<file path="src/rtl/dpram_sc_init.sv">
// Single-clock dual-port RAM with per-byte write masks, read-valid strobe and a post-reset/clear init sweep.
// Optional feature: define DPRAM_BYPASS_EN to forward same-address writes onto the read path.
module dpram_sc_init #(
    parameter int                DATA_W   = 16,
    parameter int                ADDR_W   = 8,
    parameter int                DEPTH    = (1 << ADDR_W),
    parameter int                BYTE_W   = 8,
    parameter logic [DATA_W-1:0] INIT_VAL = '0
) (
    input  logic                       clk,
    input  logic                       rst_n,
    input  logic                       clear,
    output logic                       ready,
    input  logic                       we,
    input  logic [ADDR_W-1:0]          waddr,
    input  logic [DATA_W-1:0]          wdata,
    input  logic [DATA_W/BYTE_W-1:0]   wmask,
    input  logic                       re,
    input  logic [ADDR_W-1:0]          raddr,
    output logic [DATA_W-1:0]          rdata,
    output logic                       rvalid
);

    localparam int              LANES   = DATA_W / BYTE_W;
    localparam logic [ADDR_W:0] DEPTH_L = (ADDR_W + 1)'(DEPTH);
    localparam logic [ADDR_W:0] LAST_L  = (ADDR_W + 1)'(DEPTH - 1);

    localparam logic [0:0] ST_INIT = 1'b0;
    localparam logic [0:0] ST_RUN  = 1'b1;

    logic [DATA_W-1:0] mem [DEPTH];
    logic [0:0]        state;
    logic [ADDR_W-1:0] cnt;
    logic              waddr_in;
    logic              raddr_in;
    logic              wr_ok;
    logic              rd_ok;
    logic [DATA_W-1:0] rd_word;

    // Lanes with mask=1 take the new data, the rest keep the old word.
    function automatic logic [DATA_W-1:0] merge_lanes(
        input logic [DATA_W-1:0] old_word,
        input logic [DATA_W-1:0] new_word,
        input logic [LANES-1:0]  mask
    );
        logic [DATA_W-1:0] res;
        res = old_word;
        for (int i = 0; i < LANES; i++) begin
            if (mask[i]) res[i*BYTE_W +: BYTE_W] = new_word[i*BYTE_W +: BYTE_W];
        end
        return res;
    endfunction

    assign ready    = (state == ST_RUN);
    assign waddr_in = ({1'b0, waddr} < DEPTH_L);
    assign raddr_in = ({1'b0, raddr} < DEPTH_L);
    assign wr_ok    = we & ready & waddr_in;
    assign rd_ok    = re & ready;

`ifdef DPRAM_BYPASS_EN
    assign rd_word = (wr_ok && (waddr == raddr)) ? merge_lanes(mem[raddr], wdata, wmask)
                                                 : mem[raddr];
`else
    assign rd_word = mem[raddr];
`endif

    // Control: sweep counter and INIT/RUN state
    always_ff @(posedge clk or negedge rst_n) begin
        if (!rst_n) begin
            state <= ST_INIT;
            cnt   <= '0;
        end else if (clear) begin
            state <= ST_INIT;
            cnt   <= '0;
        end else if (state == ST_INIT) begin
            if ({1'b0, cnt} == LAST_L) begin
                state <= ST_RUN;
                cnt   <= '0;
            end else begin
                cnt <= cnt + 1'b1;
            end
        end
    end

    // Storage: the sweep owns the array while INIT, the write port afterwards
    always_ff @(posedge clk) begin
        if (state == ST_INIT) begin
            mem[cnt] <= INIT_VAL;
        end else if (wr_ok) begin
            mem[waddr] <= merge_lanes(mem[waddr], wdata, wmask);
        end
    end

    // Read port: one-cycle latency, out-of-range reads return zero
    always_ff @(posedge clk or negedge rst_n) begin
        if (!rst_n) begin
            rdata  <= '0;
            rvalid <= 1'b0;
        end else begin
            rvalid <= rd_ok;
            if (rd_ok) rdata <= raddr_in ? rd_word : '0;
        end
    end

endmodule

</file>
<file path="config.mk">
export PLATFORM = sky130hd
export DESIGN_NAME = dpram_sc_init
export DESIGN_NICKNAME = d
export VERILOG_FILES = /design/src/rtl/dpram_sc_init.sv
export SDC_FILE = /design/constraint.sdc
export NUM_CORES = 2
export LEC_CHECK = 0
export CORE_ASPECT_RATIO = 0.75
export CORE_MARGIN = 2
export CORE_UTILIZATION = 35
export DETAILED_ROUTE_END_ITERATION = 10
export HOLD_SLACK_MARGIN = 0.03
export RECOVER_POWER = 100
export SLEW_MARGIN = 20
export SYNTH_ARGS = -nofsm -noshare
export SYNTH_HDL_FRONTEND = slang
export SYNTH_SLANG_ARGS = --single-unit
</file>
<file path="constraint.sdc">
create_clock -name clk -period 7.9 [get_ports clk]
set_input_delay 1.185 -clock clk [delete_from_list [all_inputs] [get_ports clk]]
set_output_delay 1.185 -clock clk [all_outputs]
set_load 0.01 [all_outputs]
</file>
==> flow_results.xml <==
<?xml version="1.0" encoding="UTF-8"?>
<metrics>
  <group name="status">
    <metric name="outcome" unit="">finished, violations left</metric>
    <metric name="failed_checks" unit="">capacitance limit, slew limit</metric>
  </group>
  <group name="synth">
    <metric name="synth_fp_nets" unit="">7850</metric>
    <metric name="synthFlopType" unit="">sky130_fd_sc_hd__edfxtp_1</metric>
    <metric name="synth_area_per_cell" unit="um^2">20.59</metric>
    <metric name="mapped_cell_area" unit="um^2">160800</metric>
    <metric name="synth_sequential_area_ratio" unit="%">76.88</metric>
    <metric name="async_flop_share" unit="%">0.6308</metric>
    <metric name="syn-instance-count" unit="">7810</metric>
    <metric name="ys_ff_latch" unit="">4122</metric>
    <metric name="yosys-top-cells-area" unit="">sky130_fd_sc_hd__edfxtp_1 (76%), sky130_fd_sc_hd__mux4_2 (12%), sky130_fd_sc_hd__mux2i_1 (3.0%)</metric>
    <metric name="yosysTopAreaCell" unit="">sky130_fd_sc_hd__edfxtp_1</metric>
    <metric name="synth_top_area_share" unit="%">76.47</metric>
    <metric name="synth_enable_flop_cells" unit="">4096</metric>
    <metric name="ys_types" unit="">78</metric>
    <metric name="ys_warn_count" unit="">0</metric>
  </group>
  <group name="floorplan">
    <metric name="die_width" unit="um">786.8</metric>
    <metric name="num_io_pins" unit="">57</metric>
    <metric name="fp.dieArea" unit="um^2">465000</metric>
    <metric name="floorplan.rows" unit="">215</metric>
    <metric name="die-height" unit="um">591.1</metric>
    <metric name="core_area" unit="um^2">457300</metric>
    <metric name="floorplan.initialDensity" unit="%">35.17</metric>
  </group>
  <group name="drt">
    <metric name="drc" unit="">0</metric>
    <metric name="drt_iter0_markers" unit="">13330</metric>
    <metric name="drt-vias-per-instance" unit="">5.835</metric>
    <metric name="drt-wirelength-per-cell" unit="um">33.22</metric>
    <metric name="postRouteAntennaNets" unit="">0</metric>
    <metric name="route.vias.total" unit="">84020</metric>
    <metric name="drt_wirelength" unit="um">478400</metric>
    <metric name="drtPass1Iterations" unit="">6</metric>
  </group>
  <group name="clock_network">
    <metric name="cts_hold_repair.buffers" unit="">0</metric>
    <metric name="buffer_cell_driving_the_clock_tree_root" unit="">sky130_fd_sc_hd__clkbuf_16</metric>
    <metric name="clock_latency" unit="ns">0.95</metric>
    <metric name="cts.repair.resized" unit="">0</metric>
    <metric name="path_clk_slew" unit="ns">0.07</metric>
    <metric name="cts_buffers" unit="">380</metric>
    <metric name="postCtsSetupRepairBufs" unit="">0</metric>
    <metric name="clockBufferDepth" unit="">4</metric>
    <metric name="clock_tree.htree_level_count" unit="">5</metric>
    <metric name="cts_num_sinks" unit="">4122</metric>
    <metric name="tritoncts" unit="">yes</metric>
  </group>
  <group name="sta">
    <metric name="fin_tns_setup" unit="ns">0</metric>
    <metric name="max_slew_margin" unit="%">-183.5</metric>
    <metric name="achievable-frequency" unit="GHz">0.1658</metric>
    <metric name="finalMaxSlewViolations" unit="">1195</metric>
    <metric name="timing.final.setup_violations" unit="">0</metric>
    <metric name="worst_margin_pin_slew" unit="ns">4.253</metric>
    <metric name="setup_repair_after_global_routing_missed_its_margin" unit="">false</metric>
    <metric name="timing.final.hold_violations" unit="">0</metric>
    <metric name="finalWorstSetupSlack" unit="ns">1.869</metric>
    <metric name="largest_clock_skew_in_the_final_design" unit="ns">0.07098</metric>
    <metric name="finalWorstPathRequiredPeriod" unit="ns">6.031</metric>
    <metric name="timing.final.crit_share" unit="%">76.34</metric>
    <metric name="worst_hold_slack" unit="ns">0.5384</metric>
  </group>
  <group name="placement">
    <metric name="total_cell_area_at_the_placement_stage" unit="um^2">168200</metric>
    <metric name="placed_cells_incl_taps" unit="">13700</metric>
    <metric name="hpwl" unit="um">295600</metric>
    <metric name="place_congestion" unit="">0.8823</metric>
    <metric name="placement.io_buffers" unit="">56</metric>
    <metric name="pre_cts_slack" unit="ns">2.077</metric>
  </group>
  <group name="finish">
    <metric name="fin_nets" unit="">8042</metric>
    <metric name="n_fill_cell" unit="">40200</metric>
    <metric name="post_route_cells_drive_above_1_share" unit="%">19.81</metric>
    <metric name="area_taken_by_multi_input_logic_gates" unit="um^2">34030</metric>
    <metric name="layout-area-overhead-vs-synth" unit="%">12.01</metric>
    <metric name="post-route-util" unit="%">39.39</metric>
    <metric name="register_area" unit="um^2">123600</metric>
    <metric name="design_area" unit="um^2">180100</metric>
    <metric name="instances_no_fill" unit="">14400</metric>
  </group>
  <group name="global_routing">
    <metric name="grt_overflow" unit="">0</metric>
    <metric name="global_route_usage_sum" unit="%">19.94</metric>
    <metric name="antenna_violations_before_repair" unit="">40</metric>
    <metric name="maximum_number_of_pins_on_one_net_before_global_route_repair" unit="">179</metric>
    <metric name="grt_pass1_wl" unit="um">660600</metric>
    <metric name="first_global_vias" unit="">81030</metric>
  </group>
  <group name="job">
    <metric name="cap_violations" unit="">24</metric>
  </group>
  <group name="critical_path">
    <metric name="crit_path_max_incr_delay" unit="ns">1.76</metric>
    <metric name="worst-endpoint-arrival" unit="ns">6.80</metric>
    <metric name="crit-reg2reg-launch" unit="">ready</metric>
    <metric name="crit_fanout" unit="">53</metric>
    <metric name="critical_setup_path_kind" unit="">in -&gt; reg</metric>
    <metric name="origin_of_the_worst_setup_path" unit="">raddr[2]</metric>
    <metric name="worst_ep_required_time" unit="ns">8.67</metric>
    <metric name="crit_path_top_delay_cell" unit="">sky130_fd_sc_hd__clkbuf_1</metric>
    <metric name="critical-path-top-cell-by-count" unit="">sky130_fd_sc_hd__buf_4</metric>
    <metric name="worst_setup_path_start_kind" unit="">input port</metric>
    <metric name="crit_path_cell_trace" unit="">buf_8 &gt; buf_4 &gt; nand2b_2 &gt; buf_4 &gt; clkbuf_1 &gt; o221ai_1 &gt; a21oi_1 &gt; nor3_1 &gt; a2111oi_0 &gt; o41ai_1</metric>
    <metric name="end_kind" unit="">flip-flop</metric>
  </group>
  <group name="worst_hold_path">
    <metric name="worstHoldPathType" unit="">reg -&gt; reg</metric>
    <metric name="hold_path_startpoint" unit="">rdata[7]</metric>
  </group>
  <group name="power">
    <metric name="ir_worst_vdd" unit="mV">0.1923</metric>
    <metric name="static-leakage-power" unit="nW">62.27</metric>
    <metric name="post-layout-total-power" unit="mW">43.69</metric>
    <metric name="p_per_area" unit="nW/um^2">242.5</metric>
  </group>
</metrics>
[power by group]
part           switching [mW]  total [mW]  internal (mW)
Combinational            1.13        1.70          0.561
Sequential             0.0621        23.8           23.7
Clock                    8.18        18.2           10.0
[cells by family after synthesis]
family,count (synthesis),share of synthesized area [%]
xor gates and xnor gates,3,0.01634
adders and majority gates,1,0.007778
AOI/OAI and AO/OA,758,3.316
DFF,4122,76.88
muxes,1325,14.71
buffers and inverters,483,2.062
and+or+nand+nor,1118,3.014
[worst paths after layout]
check	slack (ns)	end	cells after the start
worst max register to register	2.21	mem[196][15]	3
worst min register to register	0.54	rdata[7]	2
worst max-delay path	1.87	rdata[6]	10
min in group asynchronous	1.41	rdata[14]	2
worst min-delay path	0.54	rdata[7]	2
max in group asynchronous	4.61	rdata[3]	2
[synthesized netlist by cell type (all sizes together), types with 6 or more instances]
master,count
edfxtp,4096
mux4,829
nor2,595
mux2i,489
buf,292
nand2,224
clkbuf,186
o22ai,164
a21oi,100
a22oi,99
o221ai,99
nand3,91
o21ai,72
a211oi,56
nor3,50
a2111oi,35
and2,33
dfrtp,26
nand3b,23
a31oi,21
nand4,21
or3,19
a311oi,13
nor4,13
o211ai,13
o31ai,13
and3,12
a221oi,9
nor2b,9
a22o,8
o2111ai,8
a32oi,7
mux2,7
a211o,6
nand2b,6
[routing by layer]
layer  track usage [%]  vias up  wire (um)
li1                  -    32920          -
met1             29.42    44590     194200
met2             28.57     5749     204000
met3             5.984      734      64080
met4             5.729       30      15870
met5                 0        -        179
[cells in the final DEF (no fill, tap or decap), types with 10 or more instances in the layout]
master and n:
sky130_fd_sc_hd__and3_1 12, sky130_fd_sc_hd__o21ai_1 17, sky130_fd_sc_hd__nor4_1 12, sky130_fd_sc_hd__a2111oi_0 24, sky130_fd_sc_hd__clkinv_1 71, sky130_fd_sc_hd__nor3_1 46, sky130_fd_sc_hd__nand4_1 21, sky130_fd_sc_hd__nand3_1 88
sky130_fd_sc_hd__or3_1 18, sky130_fd_sc_hd__and2_0 13, sky130_fd_sc_hd__a211oi_1 55, sky130_fd_sc_hd__o211ai_1 13, sky130_fd_sc_hd__o221ai_1 98, sky130_fd_sc_hd__clkinv_2 76, sky130_fd_sc_hd__o22ai_1 163, sky130_fd_sc_hd__inv_6 10
sky130_fd_sc_hd__nand2_1 217, sky130_fd_sc_hd__mux4_2 827, sky130_fd_sc_hd__buf_12 43, sky130_fd_sc_hd__nor2_1 589, sky130_fd_sc_hd__nand3b_1 22, sky130_fd_sc_hd__a21oi_1 100, sky130_fd_sc_hd__o21ai_0 55, sky130_fd_sc_hd__a31oi_1 21
sky130_fd_sc_hd__clkbuf_16 386, sky130_fd_sc_hd__bufinv_16 31, sky130_fd_sc_hd__clkbuf_1 96, sky130_fd_sc_hd__and2_1 17, sky130_fd_sc_hd__buf_4 162, sky130_fd_sc_hd__o31ai_1 12, sky130_fd_sc_hd__a311oi_1 12, sky130_fd_sc_hd__dlygate4sd3_1 19
sky130_fd_sc_hd__dfrtp_1 26, sky130_fd_sc_hd__clkdlybuf4s50_1 29, sky130_fd_sc_hd__clkinvlp_4 17, sky130_fd_sc_hd__edfxtp_1 4096, sky130_fd_sc_hd__a22oi_1 99, sky130_fd_sc_hd__diode_2 19, sky130_fd_sc_hd__mux2i_1 489
[worst max-delay path: cells and delay by family]
family / cells / cell delay [ns]
buf+inv: 4 / 2.98
compound gates: 4 / 2.16
simple gates: 2 / 0.27
[layout make-up]
| type | count | area share [%] |
|---|---|---|
| inverters | 5 | 0.01597 |
| diodes | 19 | 0.02639 |
| clock buffers | 463 | 5.545 |
| clock inverters | 221 | 1.127 |
| well taps | 6076 | 4.220 |
| repair buffers | 288 | 1.539 |
| flip-flops and latches | 4122 | 68.64 |
| multi-input cells | 3205 | 18.89 |
[flip-flops by register name, indices dropped and copies added, names as in the netlist]
name and count:
rvalid 1, cnt 8, ready 1, mem 4096, rdata 16
Power figures use the tool's default switching activity.
